File: src/rtl/period_avg.sv
// Captures the final count of each upstream counter period, averages 2^LOG2N periods
// and presents the floored mean on a single-entry valid/ready output with saturation and drop flags.
module period_avg #(
  parameter int LOG2N = 2
) (
  input  logic       clk,
  input  logic       rst,
  input  logic [4:0] b,
  input  logic       reset,
  output logic [4:0] out_data,
  output logic       out_sat,
  output logic       out_valid,
  input  logic       out_ready,
  output logic       drop_err
);

  localparam int ACC_W = 5 + LOG2N;
  localparam int K_W   = (LOG2N > 0) ? LOG2N : 1;
  localparam logic [K_W-1:0] K_LAST = K_W'((1 << LOG2N) - 1);

  typedef enum logic {SYNC = 1'b0, RUN = 1'b1} state_t;

  state_t           state_r, state_s;
  logic [4:0]       b_q_r;
  logic             reset_q_r;
  logic             sat_pend_r, sat_pend_s;
  logic [K_W-1:0]   k_r, k_s;
  logic [ACC_W-1:0] acc_r, acc_s, sum_s;
  logic             win_sat_r, win_sat_s;
  logic             edge_s;
  logic [4:0]       sample_s;
  logic             res_vld_s;
  logic [4:0]       res_data_s;
  logic             res_sat_s;

  // Period-end decode, sample selection, window accumulation and next state
  always_comb begin
    edge_s     = reset & ~reset_q_r;
    sample_s   = sat_pend_r ? 5'd31 : b_q_r;
    sum_s      = acc_r + ACC_W'(sample_s);
    state_s    = state_r;
    k_s        = k_r;
    acc_s      = acc_r;
    win_sat_s  = win_sat_r;
    res_vld_s  = 1'b0;
    res_data_s = 5'd0;
    res_sat_s  = 1'b0;
    sat_pend_s = sat_pend_r;

    // A 31->0 step without a comparator reset means the real period exceeded the counter range
    if (edge_s) begin
      sat_pend_s = 1'b0;
    end else if ((b_q_r == 5'd31) && (b == 5'd0) && !reset) begin
      sat_pend_s = 1'b1;
    end else begin
      sat_pend_s = sat_pend_r;
    end

    case (state_r)
      SYNC: begin
        if (edge_s) begin
          state_s = RUN;
        end else begin
          state_s = SYNC;
        end
      end
      RUN: begin
        if (edge_s) begin
          if (k_r == K_LAST) begin
            res_vld_s  = 1'b1;
            res_data_s = 5'(sum_s >> LOG2N);
            res_sat_s  = win_sat_r | sat_pend_r;
            acc_s      = {ACC_W{1'b0}};
            k_s        = {K_W{1'b0}};
            win_sat_s  = 1'b0;
          end else begin
            acc_s      = sum_s;
            k_s        = k_r + K_W'(1);
            win_sat_s  = win_sat_r | sat_pend_r;
          end
        end else begin
          acc_s     = acc_r;
          k_s       = k_r;
          win_sat_s = win_sat_r;
        end
      end
      default: begin
        state_s = SYNC;
      end
    endcase
  end

  // Input history and accumulation state
  always_ff @(posedge clk) begin
    if (rst) begin
      state_r    <= SYNC;
      b_q_r      <= 5'd0;
      reset_q_r  <= 1'b1;
      sat_pend_r <= 1'b0;
      k_r        <= {K_W{1'b0}};
      acc_r      <= {ACC_W{1'b0}};
      win_sat_r  <= 1'b0;
    end else begin
      state_r    <= state_s;
      b_q_r      <= b;
      reset_q_r  <= reset;
      sat_pend_r <= sat_pend_s;
      k_r        <= k_s;
      acc_r      <= acc_s;
      win_sat_r  <= win_sat_s;
    end
  end

  // Single-entry output slot; a result arriving while the slot is stalled is dropped
  always_ff @(posedge clk) begin
    if (rst) begin
      out_data  <= 5'd0;
      out_sat   <= 1'b0;
      out_valid <= 1'b0;
      drop_err  <= 1'b0;
    end else if (res_vld_s) begin
      if (!out_valid || out_ready) begin
        out_data  <= res_data_s;
        out_sat   <= res_sat_s;
        out_valid <= 1'b1;
      end else begin
        drop_err  <= 1'b1;
      end
    end else if (out_valid && out_ready) begin
      out_valid <= 1'b0;
    end else begin
      out_valid <= out_valid;
    end
  end

endmodule

File: config.mk
export PLATFORM = sky130hd
export DESIGN_NAME = period_avg
export DESIGN_NICKNAME = d
export VERILOG_FILES = /design/src/rtl/period_avg.sv
export SDC_FILE = /design/constraint.sdc
export NUM_CORES = 1
export LEC_CHECK = 0
export CAP_MARGIN = 30
export CORE_ASPECT_RATIO = 1.4
export CORE_UTILIZATION = 57
export CTS_CLUSTER_SIZE = 24
export DETAILED_ROUTE_END_ITERATION = 8
export PLACE_DENSITY = 0.95
export SLEW_MARGIN = 15
export SYNTH_ARGS = -nofsm -noshare
export SYNTH_HDL_FRONTEND = slang
export SYNTH_SLANG_ARGS = --single-unit
File: constraint.sdc
create_clock -name clk -period 3.4 [get_ports clk]
set_input_delay 0.85 -clock clk [delete_from_list [all_inputs] [get_ports clk]]
set_output_delay 0.85 -clock clk [all_outputs]
set_load 0.05 [all_outputs]
==> flow_metrics.env <==
export IMPL_ctsLongestPathBuffers=2
export IMPL_htreeDepth=1
export IMPL_synth_area_per_cell_sq_um=8.69
export IMPL_finalNonFillerCells=179
export IMPL_worst_path_buf_inv=1
export IMPL_min_from="out_data[2]$_SDFFE_PP0P_"
export IMPL_synth_common_cells="dfxtp_1 (26), a21oi_1 (15), nand2_1 (11), nor2_1 (11)"
export IMPL_critPathCaptureType="primary output"
export IMPL_cts_inserted_buffers=3
export IMPL_dp_slack_ns=0.836
export IMPL_die_area_sq_mm=0.00236
export IMPL_finalPower_uw=567
export IMPL_yosysMostFrequentCell="dfxtp_1"
export IMPL_std_cell_rows=19
export IMPL_timing_fmax_mhz=416
export IMPL_start_util=0.618
export IMPL_peakVddDrop_mv=0.362
export IMPL_cts_tree="built"
export IMPL_drc_errors=0
export IMPL_clk_pin_slew_worst_paths_ns=0.14
export IMPL_crit_fanout=3
export IMPL_fin_hold_ws_ns=0.474
export IMPL_grt_start_max_net_pins=17
export IMPL_post_dp_cell_area_sq_mm=0.00141
export IMPL_drt_pass1_iterations=4
export IMPL_crit_family="buffers and inverters"
export IMPL_syn_nets=158
export IMPL_routabilityCongestion=0.843
export IMPL_ios=17
export IMPL_ant_nets=0
export IMPL_ys_top_cells_by_area="dfxtp_1 (42%), a21oi_1 (6.1%), ha_1 (6.1%)"
export IMPL_relSlewSlack=0.648
export IMPL_worst_slack_ns=0.997
export IMPL_routed_wl_um=2460
export IMPL_coreArea_sq_mm=0.00200
export IMPL_yosysTopAreaCellShare=0.422
export IMPL_fill_cells=152
export IMPL_die_w_um=41.3
export IMPL_fin_crit_ns=2.40
export IMPL_synthToLayoutAreaGrowth_pct=18.7
export IMPL_antenna_found_initial=0
export IMPL_crit_type="flip-flop to primary output"
export IMPL_seq_area_frac_synth=0.422
export IMPL_vias_per_cell=6.04
export IMPL_worstPathArrival_ns=1.55
export IMPL_critPathLaunch="out_valid$_SDFFE_PP0P_"
export IMPL_grt_usage=0.253
export IMPL_post_cts_buffers=0
export IMPL_yosys_area_share_simple=0.304
export IMPL_async_reset_ff_frac=0
export IMPL_post_cts_resized=0
export IMPL_drt_initial_drc_count=47
export IMPL_p_per_area_mw_per_mm2=388
export IMPL_cp_slowest_cell="clkdlybuf4s50_1"
export IMPL_fin_skew_ns=0.00830
export IMPL_area_sequential_sq_um=520
export IMPL_grt_pass1_wl_um=4190
export IMPL_root_buffer="clkbuf_4"
export IMPL_wire_per_inst_um=13.8
export IMPL_multi_input_area_sq_um=682
export IMPL_max_stage_delay_ns=0.83
export IMPL_p_leak_nw=0.557
export IMPL_max_slew_worst_pin_slew_ns=0.526
export IMPL_n_antenna_cell=0
export IMPL_place_detailed_hpwl_um=1850
export IMPL_setup_violations_final=0
export IMPL_synth_edf_count=0
export IMPL_synth_compound_area_frac=0.157
export IMPL_post_route_cell_area_sq_mm=0.00146
export IMPL_synthAdderAreaFrac=0.0771
export IMPL_use_met2=0.424
export IMPL_nets=175
export IMPL_reg2reg_from="sat_pend_r$_SDFFE_PP0P_"
export IMPL_synth_warnings=0
export IMPL_timing_final_crit_share=0.707
export IMPL_synth_xor_area_share=0.0142
export IMPL_holdBufCountCts=0
export IMPL_cts_sinks=26
export IMPL_met1_usage=0.293
export IMPL_die_y_um=57.0
export IMPL_yosys_register_bits=26
export IMPL_cp_required_ns=2.55
export IMPL_synth_area_leader_cell="dfxtp_1"
export IMPL_vias=1082
export IMPL_clk_latency_ns=0.33
export IMPL_synth_area_sq_mm=0.00123
export IMPL_setup_tns_ns=0
export IMPL_status="finished clean"
export IMPL_syn_inst=142
export IMPL_synth_top_family_by_area="simple AND/OR/NAND/NOR gates"
export IMPL_ys_flop_type="dfxtp_1"
export IMPL_rsz0062_at_grt="no"
export IMPL_grt_pass1_vias=1049
export IMPL_numPortBuffers=16
export IMPL_synthMuxAreaShare=0
export IMPL_dp_cells=175
export IMPL_finish_utilization=0.733
export IMPL_cp_start_kind="flip-flop"
export IMPL_use_met3=0.0311
export IMPL_finalHoldViolCount=0
export IMPL_worstHoldPathType="flip-flop to flip-flop"
export IMPL_drv_slew=0
export IMPL_yosysUniqueCellTypes=38
export IMPL_maxCapViolCount=0
export IMPL_gr_total_overflow=0
export IMPL_layout_drive_gt1_share=0.0886
export IMPL_grt_busiest_layer="met2"
export IMPL_path_cells="clkdlybuf4s50_1"
## sequential cells by signal (all words and copies together) (netlist names)
name / count
reset_q_r: 1
state_r: 1
out_data: 5
acc_r: 7
b_q_r: 5
out_sat: 1
out_valid: 1
win_sat_r: 1
drop_err: 1
k_r: 2
sat_pend_r: 1
## cell type report
type	count	area share
Sequential cell	26	0.356
Timing Repair Buffer	18	0.120
Tap cell	21	0.0179
Inverter	2	0.00513
Clock inverter	1	0.0205
Clock buffer	3	0.0154
Multi-Input combinational cell	108	0.466
## path summary, 6_finish.rpt
| check | end | depth (start not counted) | slack (ns) |
|---|---|---|---|
| hold / removal | out_data[2]$_SDFFE_PP0P_ | 2 | 0.47 |
| setup reg to reg | acc_r[6]$_SDFFE_PP0P_ | 7 | 1.04 |
| setup / recovery | out_valid | 1 | 1.0 |
| hold reg to reg | out_data[2]$_SDFFE_PP0P_ | 2 | 0.47 |
## power breakdown
group / total (mW) / switching (mW) / internal [mW] / leakage, nW
logic: 0.0395 / 0.0187 / 0.0208 / 0.318
registers: 0.315 / 0.00438 / 0.311 / 0.211
clock network: 0.213 / 0.0932 / 0.119 / 0.0279
total: 0.567 / 0.116 / 0.451 / 0.557
## cells in the final DEF, fill, tap and decap left out, types with 2 or more instances in the layout
| master | count |
|---|---|
| a211oi_1 | 6 |
| a21oi_1 | 15 |
| a31oi_1 | 2 |
| and2_1 | 2 |
| and3_1 | 2 |
| buf_4 | 2 |
| clkbuf_4 | 3 |
| clkdlybuf4s50_1 | 16 |
| dfxtp_1 | 26 |
| ha_1 | 6 |
| inv_1 | 2 |
| nand2_1 | 11 |
| nand2b_1 | 3 |
| nand3_1 | 4 |
| nand3b_1 | 2 |
| nor2_1 | 11 |
| nor2b_1 | 5 |
| nor3_1 | 6 |
| nor3b_1 | 2 |
| o21ai_0 | 4 |
| or2_2 | 6 |
| or3_1 | 3 |
| or4_1 | 3 |
## cell families (layout without fill, tap and decap cells)
kind of cell    after synthesis  after routing
flops                        26             26
fa+ha+maj                     7              7
simple gates                 67             67
xor+xnor                      2              2
compound gates               32             32
buf+inv                       8             24
## routing by layer
layer | up-vias | share of wire | routed length (um)
met1 | 499 | 0.39 | 970
met4 | 0 | 0.030 | 73
li1 | 544 | - | -
met5 | - | 0 | 0
met3 | 9 | 0.036 | 88
met2 | 30 | 0.54 | 1330
Power figures use the tool's default switching activity.
==> edit 1, RTL diff (config.mk and constraints unchanged) <==
Change the parameter `LOG2N` from 2 to 1. Comments in the files are not updated.
--- a/src/rtl/period_avg.sv
+++ b/src/rtl/period_avg.sv
@@ -3,3 +3,3 @@
 module period_avg #(
-  parameter int LOG2N = 2
+  parameter int LOG2N = 1
 ) (
Function: changed (a bounded check fails within 10 cycles, from zero or initial values and one cycle with rst high).
==> edit 1 against the original RTL <==
Die area shrank 9.0%. Power shrank 6.0%. Global-route usage grew 0.59 points. Design area shrank 8.3%. Utilization grew 1.2 points. Highest routed layer unchanged. Wire length shrank 6.0%. Synthesized cell count shrank 15%. Combinational power shrank 7.6%. Synthesized area shrank 9.3%. Setup slack gained 27 ps. Count of clock-buffer cells in the layout is the same. Sequential cell count shrank 2.
==> edit 1: results (changes against the original RTL) <==
- Via count: 921 (-15%)
- Net count of the finished layout: 152 (-13%)
- The worst hold path begins at out_data[1].
- The number of design-rule violations left by the first detailed-router iteration was 22 (-53%).
- The setup slack at placement is 1014 ps (+177.4 ps).
- The met2 usage was 48.09% (+5.7 points).
- Leakage Power: 0.5095 nW (-8.5%)
- The total clock buffers created by CTS came to 3 (unchanged).
- The commonest cells after synthesis are 24 x dfxtp_1, 10 x nor2_1, 8 x a21oi_1.
* Cell types occupying the most area after synthesis: dfxtp_1 43%, ha_1 5.6%, nor2b_1 3.9%
- The proportion of layout cells with a drive suffix above 1 is 11.03% (+2.2 points).
- Depth of the worst register-to-register path: 6 (-1)
- Arrival @ worst endpoint: 1530 ps (-20 ps)
- Broken down by cell family, the worst path's largest delay share belongs to buffers and inverters.
- Worst Tran Pin Value: 500.8 ps (-24.91 ps)
- Met2 wirelength from detailed routing: 1.285 mm (-3.5%)
- The number of buffers on the longest clock path was 2 (unchanged).
* Placed wire-length estimate after detailed placement: 1.719 mm (-7.3%)
* Setup clock skew after layout: 10.85 ps (+2.544 ps)
- CTS placed an instance of clkbuf_4 at the clock tree root.
- Met3 layer usage reported by global route: 3.659% (+0.55 points)
* Aggregate global-route resource usage: 25.85% (+0.59 points)
* Met3 routed WL: 77 um (-13%)
* Nets in the synthesized netlist: 135 (-15%)
- Met1 wire length: 935 um (-3.6%)
- The biggest fanout along the worst timing path was 3 (unchanged).
- The final weighted congestion in routability-driven placement was 0.8147 (-3.3%).
- Reg-to-reg endpoint: out_data[4]
* Maximum VDD drop: 0.0003486 V (-3.6%)
* Standard cell area after detailed placement: 1290 um2 (-8.6%)
- Initial antenna violation count: 0 (unchanged)
- End of the worst hold path: out_data[1]
- Result of the run: finished clean
* IO Port Bufs: 16 (unchanged)
- The number of buffers inserted to repair setup after CTS came to 0 (unchanged).
- Pin count of the biggest net entering global routing: 27 (+10)
- Timing startpoint of the critical path: out_valid
* Wire length of the first global-routing pass: 3.774 mm (-9.9%)
- The largest registers in the layout are acc_r (6), b_q_r (5), out_data (5).
- Cell with the largest stage delay on the worst path: clkdlybuf4s50_1
* Largest stage delay on the critical path: 810 ps (-20 ps)
- The total detailed-routing wirelength came to 2.315 mm (-6.0%).
* Worst hold stages: 2 (unchanged)
- The post-route worst hold slack came to 476.4 ps (+1.998 ps).
* Cts repair resizes: 0 (unchanged)
- The clock transition at the register clock pins on the worst setup and hold paths after CTS came to 140 ps (about the same).
- The number of global-route vias before repair came to 885 (-16%).
* Netlist cell types: 39 (+2.6%)
- The met1 track utilization from global routing is 28.02% (-1.3 points).
- The sequential-to-total area share from yosys stat is 42.95% (+0.76 points).
- The register-to-register path setup slack was 1250 ps (+210 ps).
- The async set-reset flop share out of synthesis is 0% (unchanged).
* Hold violation count in the final report: 0 (unchanged)
edit 1: changes by cell type after synthesis, moves of 3 or more:
cell / unedited run / this run
inv_1: 2 / 6
a21oi_1: 15 / 8
a211oi_1: 6 / 2
nand2_1: 11 / 6
or4_1: 3 / 0
nand3b_1: 2 / 5
o21ai_0: 4 / 1
nand3_1: 4 / 1
edit 1: cell type report:
class | instances | area (um2)
Clock inverter | 1 | 30.03
Tap cell | 20 | 25.02
Timing Repair Buffer | 17 | 167.7
Clock buffer | 3 | 22.52
Multi-Input combinational cell | 85 | 594.3
Inverter | 6 | 22.52
Sequential cell | 24 | 480.5
Fill cell | 125 | 459.2
edit 1: logic make-up after synthesis:
family | Yosys count | share of synthesized area [%]
xor gates and xnor gates | 2 | 1.566
and+or+nand+nor | 52 | 27.74
buffers and inverters | 11 | 3.915
adders and majority gates | 6 | 7.383
AOI/OAI and AO/OA | 25 | 16.44
DFF | 24 | 42.95
edit 1: through the flow:
stage	util, %	instances
2_1_floorplan	-	120
3_3_place_gp	71.60	152
3_5_place_dp	71.60	152
4_1_cts	74.51	156
5_1_grt	74.51	156
6_report	74.51	156
edit 1: worst max path at each step:
| stage | endpoint | slack, ps | depth (start not counted) |
|---|---|---|---|
| after floorplan | out_data[4] | 1410 | 6 |
| after global placement | out_data[3] | 1050 | 4 |
| after detailed placement | out_data[3] | 1010 | 4 |
| after CTS | out_valid | 1040 | 1 |
| after global routing | out_valid | 1000 | 1 |
| final | out_valid | 1020 | 1 |
edit 1: power by group:
group	switching, mW	internal (mW)	leakage (nW)
registers	0.00323	0.286	0.195
clock network	0.0881	0.119	0.0279
logic	0.0169	0.0195	0.286
total	0.108	0.425	0.509
==> edit 2, RTL diff (same flow settings) <==
Without the edit above. Make the reset (`rst`) asynchronous in 2 clocked blocks.
--- a/src/rtl/period_avg.sv
+++ b/src/rtl/period_avg.sv
@@ -93,3 +93,3 @@
   // Input history and accumulation state
-  always_ff @(posedge clk) begin
+  always_ff @(posedge clk or posedge rst) begin
     if (rst) begin
@@ -114,3 +114,3 @@
   // Single-entry output slot; a result arriving while the slot is stalled is dropped
-  always_ff @(posedge clk) begin
+  always_ff @(posedge clk or posedge rst) begin
     if (rst) begin
Formal check against the unedited RTL: same outputs for any inputs over 10 cycles, from zero or initial values and one cycle with rst high; that may be too few to reach the edited logic, so the function may still have changed.
==> edit 2 against the original RTL <==
Wire length down 12%. Sequential cell count unchanged. Hold slack better by 16 ps. Synthesized area increased by 2.3%. Fmax increased by 1.9%. Sequential share of layout area grew 8.3 points. Design area up 1.5%. Setup slack improved by 44 ps. Critical path type unchanged. Critical endpoint unchanged.
Power is not compared: it rests on default switching activity, and its combinational part moved more than twofold at a synthesized area within 25%.
==> edit 2: results (changes against the original RTL) <==
- The arrival time reported for the critical path endpoint was 1510 ps (-40 ps).
- The register-to-register path setup slack is 1090 ps (+50 ps).
- Global routing met2 resource utilization: 38.62% (-3.8 points)
- Number of instances in the synthesized netlist: 113 (-20%)
- The post-placement cell area was 1421 um2 (+0.71%).
* Biggest fanout along the worst timing path: 2 (-1)
- The startpoint identified for the worst register-to-register timing path is sat_pend_r.
- Length of the first detailed-routing pass in iterations: 4 (unchanged)
- Summed over all cells, the static leakage comes to 0.6929 nW.
- The routed length on met3 is 56 um (-36%).
* Fraction of post-synthesis cell area in the top cell type by area: 49.55% (+7.4 points)
- Via-to-Cell Ratio: 5.967 (-1.3%)
- The biggest cell delay along the critical path came to 810 ps (-20 ps).
- Startpoint of the most critical hold path: out_data[4]
* Total Wirelength: 2.160 mm (-12%)
- Nets in the synthesized netlist: 129 (-18%)
- The number of design-rule violations left by the first detailed-router iteration was 6 (-87%).
- In the final layout, the registers with the most flip-flops are acc_r (7), b_q_r (5), out_data (5).
- The proportion of layout cells with a drive suffix above 1 was 15.38% (+6.5 points).
* Aggregate global-route resource usage: 20.08% (-5.2 points)
- For hold timing, the worst endpoint is out_data[4].
- Netlist cell types: 39 (+2.6%)
- Result of the run: finished clean
- Reg-to-reg endpoint: acc_r[4]
- The post-route worst hold slack was 490.4 ps (+16.02 ps).
- Met3 layer usage reported by global route: 2.804% (-0.31 points)
- The sequential-to-total area share from yosys stat was 51.64% (+9.4 points).
* RePlAce Congestion: 0.7862 (-6.7%)
* Met1 GRT Util: 21.56% (-7.7 points)
- Placed wire-length estimate after detailed placement: 1.599 mm (-14%)
* Met2 wirelength from detailed routing: 1.162 mm (-13%)
* Buffers inserted by post-CTS timing repair: 0 (unchanged)
- The number of nets in the layout was 147 (-16%).
- Sorting the synthesized cells by how often they occur yields 25 x dfrtp_1, 17 x nand2_1, 6 x ha_1, 6 x o21ai_1, 5 x or2_2.
* Worst Tran Pin Value: 591.4 ps (+65.73 ps)
* Setup clock skew after layout: 2.799 ps (-5.505 ps)
- Met1 wire length: 900 um (-7.2%)
- The via count came to 901 (-17%).
- Worst setup slack after placement: 974.7 ps (+138.3 ps)
- Cell types occupying the most area after synthesis: dfrtp_1 50%, ha_1 5.9%, nand2_1 5.1%
==> edit 2: cell count changes in the layout (fill, tap and decap cells not counted), moves of 4 or more <==
cell / unedited run / this run
dfxtp_1: 26 / 0
dfrtp_1: 0 / 25
a21oi_1: 15 / 4
nor2_1: 11 / 2
a211oi_1: 6 / 0
nand2_1: 11 / 17
o21ai_1: 0 / 6
nor2b_1: 5 / 0
o21ai_0: 4 / 0
o31ai_1: 0 / 4
==> edit 2: logic make-up (layout without fill, tap and decap cells) <==
group                    Yosys count  in the layout  synth area share [%]
AO/OA/AOI/OAI                     27             27                 15.86
XOR/XNOR                           4              4                 2.776
adder cells (fa/ha/maj)            7              7                 7.532
buffers and inverters              6             23                 2.775
flip-flops                        26             26                 51.64
multiplexers                       1              1                0.7929
AND/OR/NAND/NOR                   42             42                 18.63
==> edit 2: worst max-delay path by stage <==
stage	startpoint	endpoint	slack (ps)	depth (start not counted)
floorplan	sat_pend_r	acc_r[4]	1370	7
global placement	reset	acc_r[5]	1050	5
detailed placement	reset	acc_r[5]	970	5
CTS	out_data[3]	out_data[3]	1040	1
global route	sat_pend_r	acc_r[4]	970	7
finish	out_valid	out_valid	1040	1
==> edit 2: power groups by stage <==
stage	logic, mW	registers, mW	clock network (mW)
after CTS	0.525	0.450	0.154
after global routing	0.578	0.463	0.165
after global placement	0.502	0.450	0
after detailed placement	0.523	0.457	0
final	0.532	0.450	0.157
after floorplan	0.280	0.562	0
==> edit 2: tightest hold or removal path, cell delays in order, from the launching register on <==
cell	delay [ps]
dfrtp_1	360
nand2_1	60
o21ai_2	50
==> edit 2: final cells by class <==
type,instances,area [um2],share of cell area (%)
inverter,2,7.507,0.5055
multi-input combinational,81,575.6,38.75
clock buffer,4,36.28,2.443
timing repair buffer,17,187.7,12.64
tap,21,26.28,1.769
sequential,26,651.9,43.89
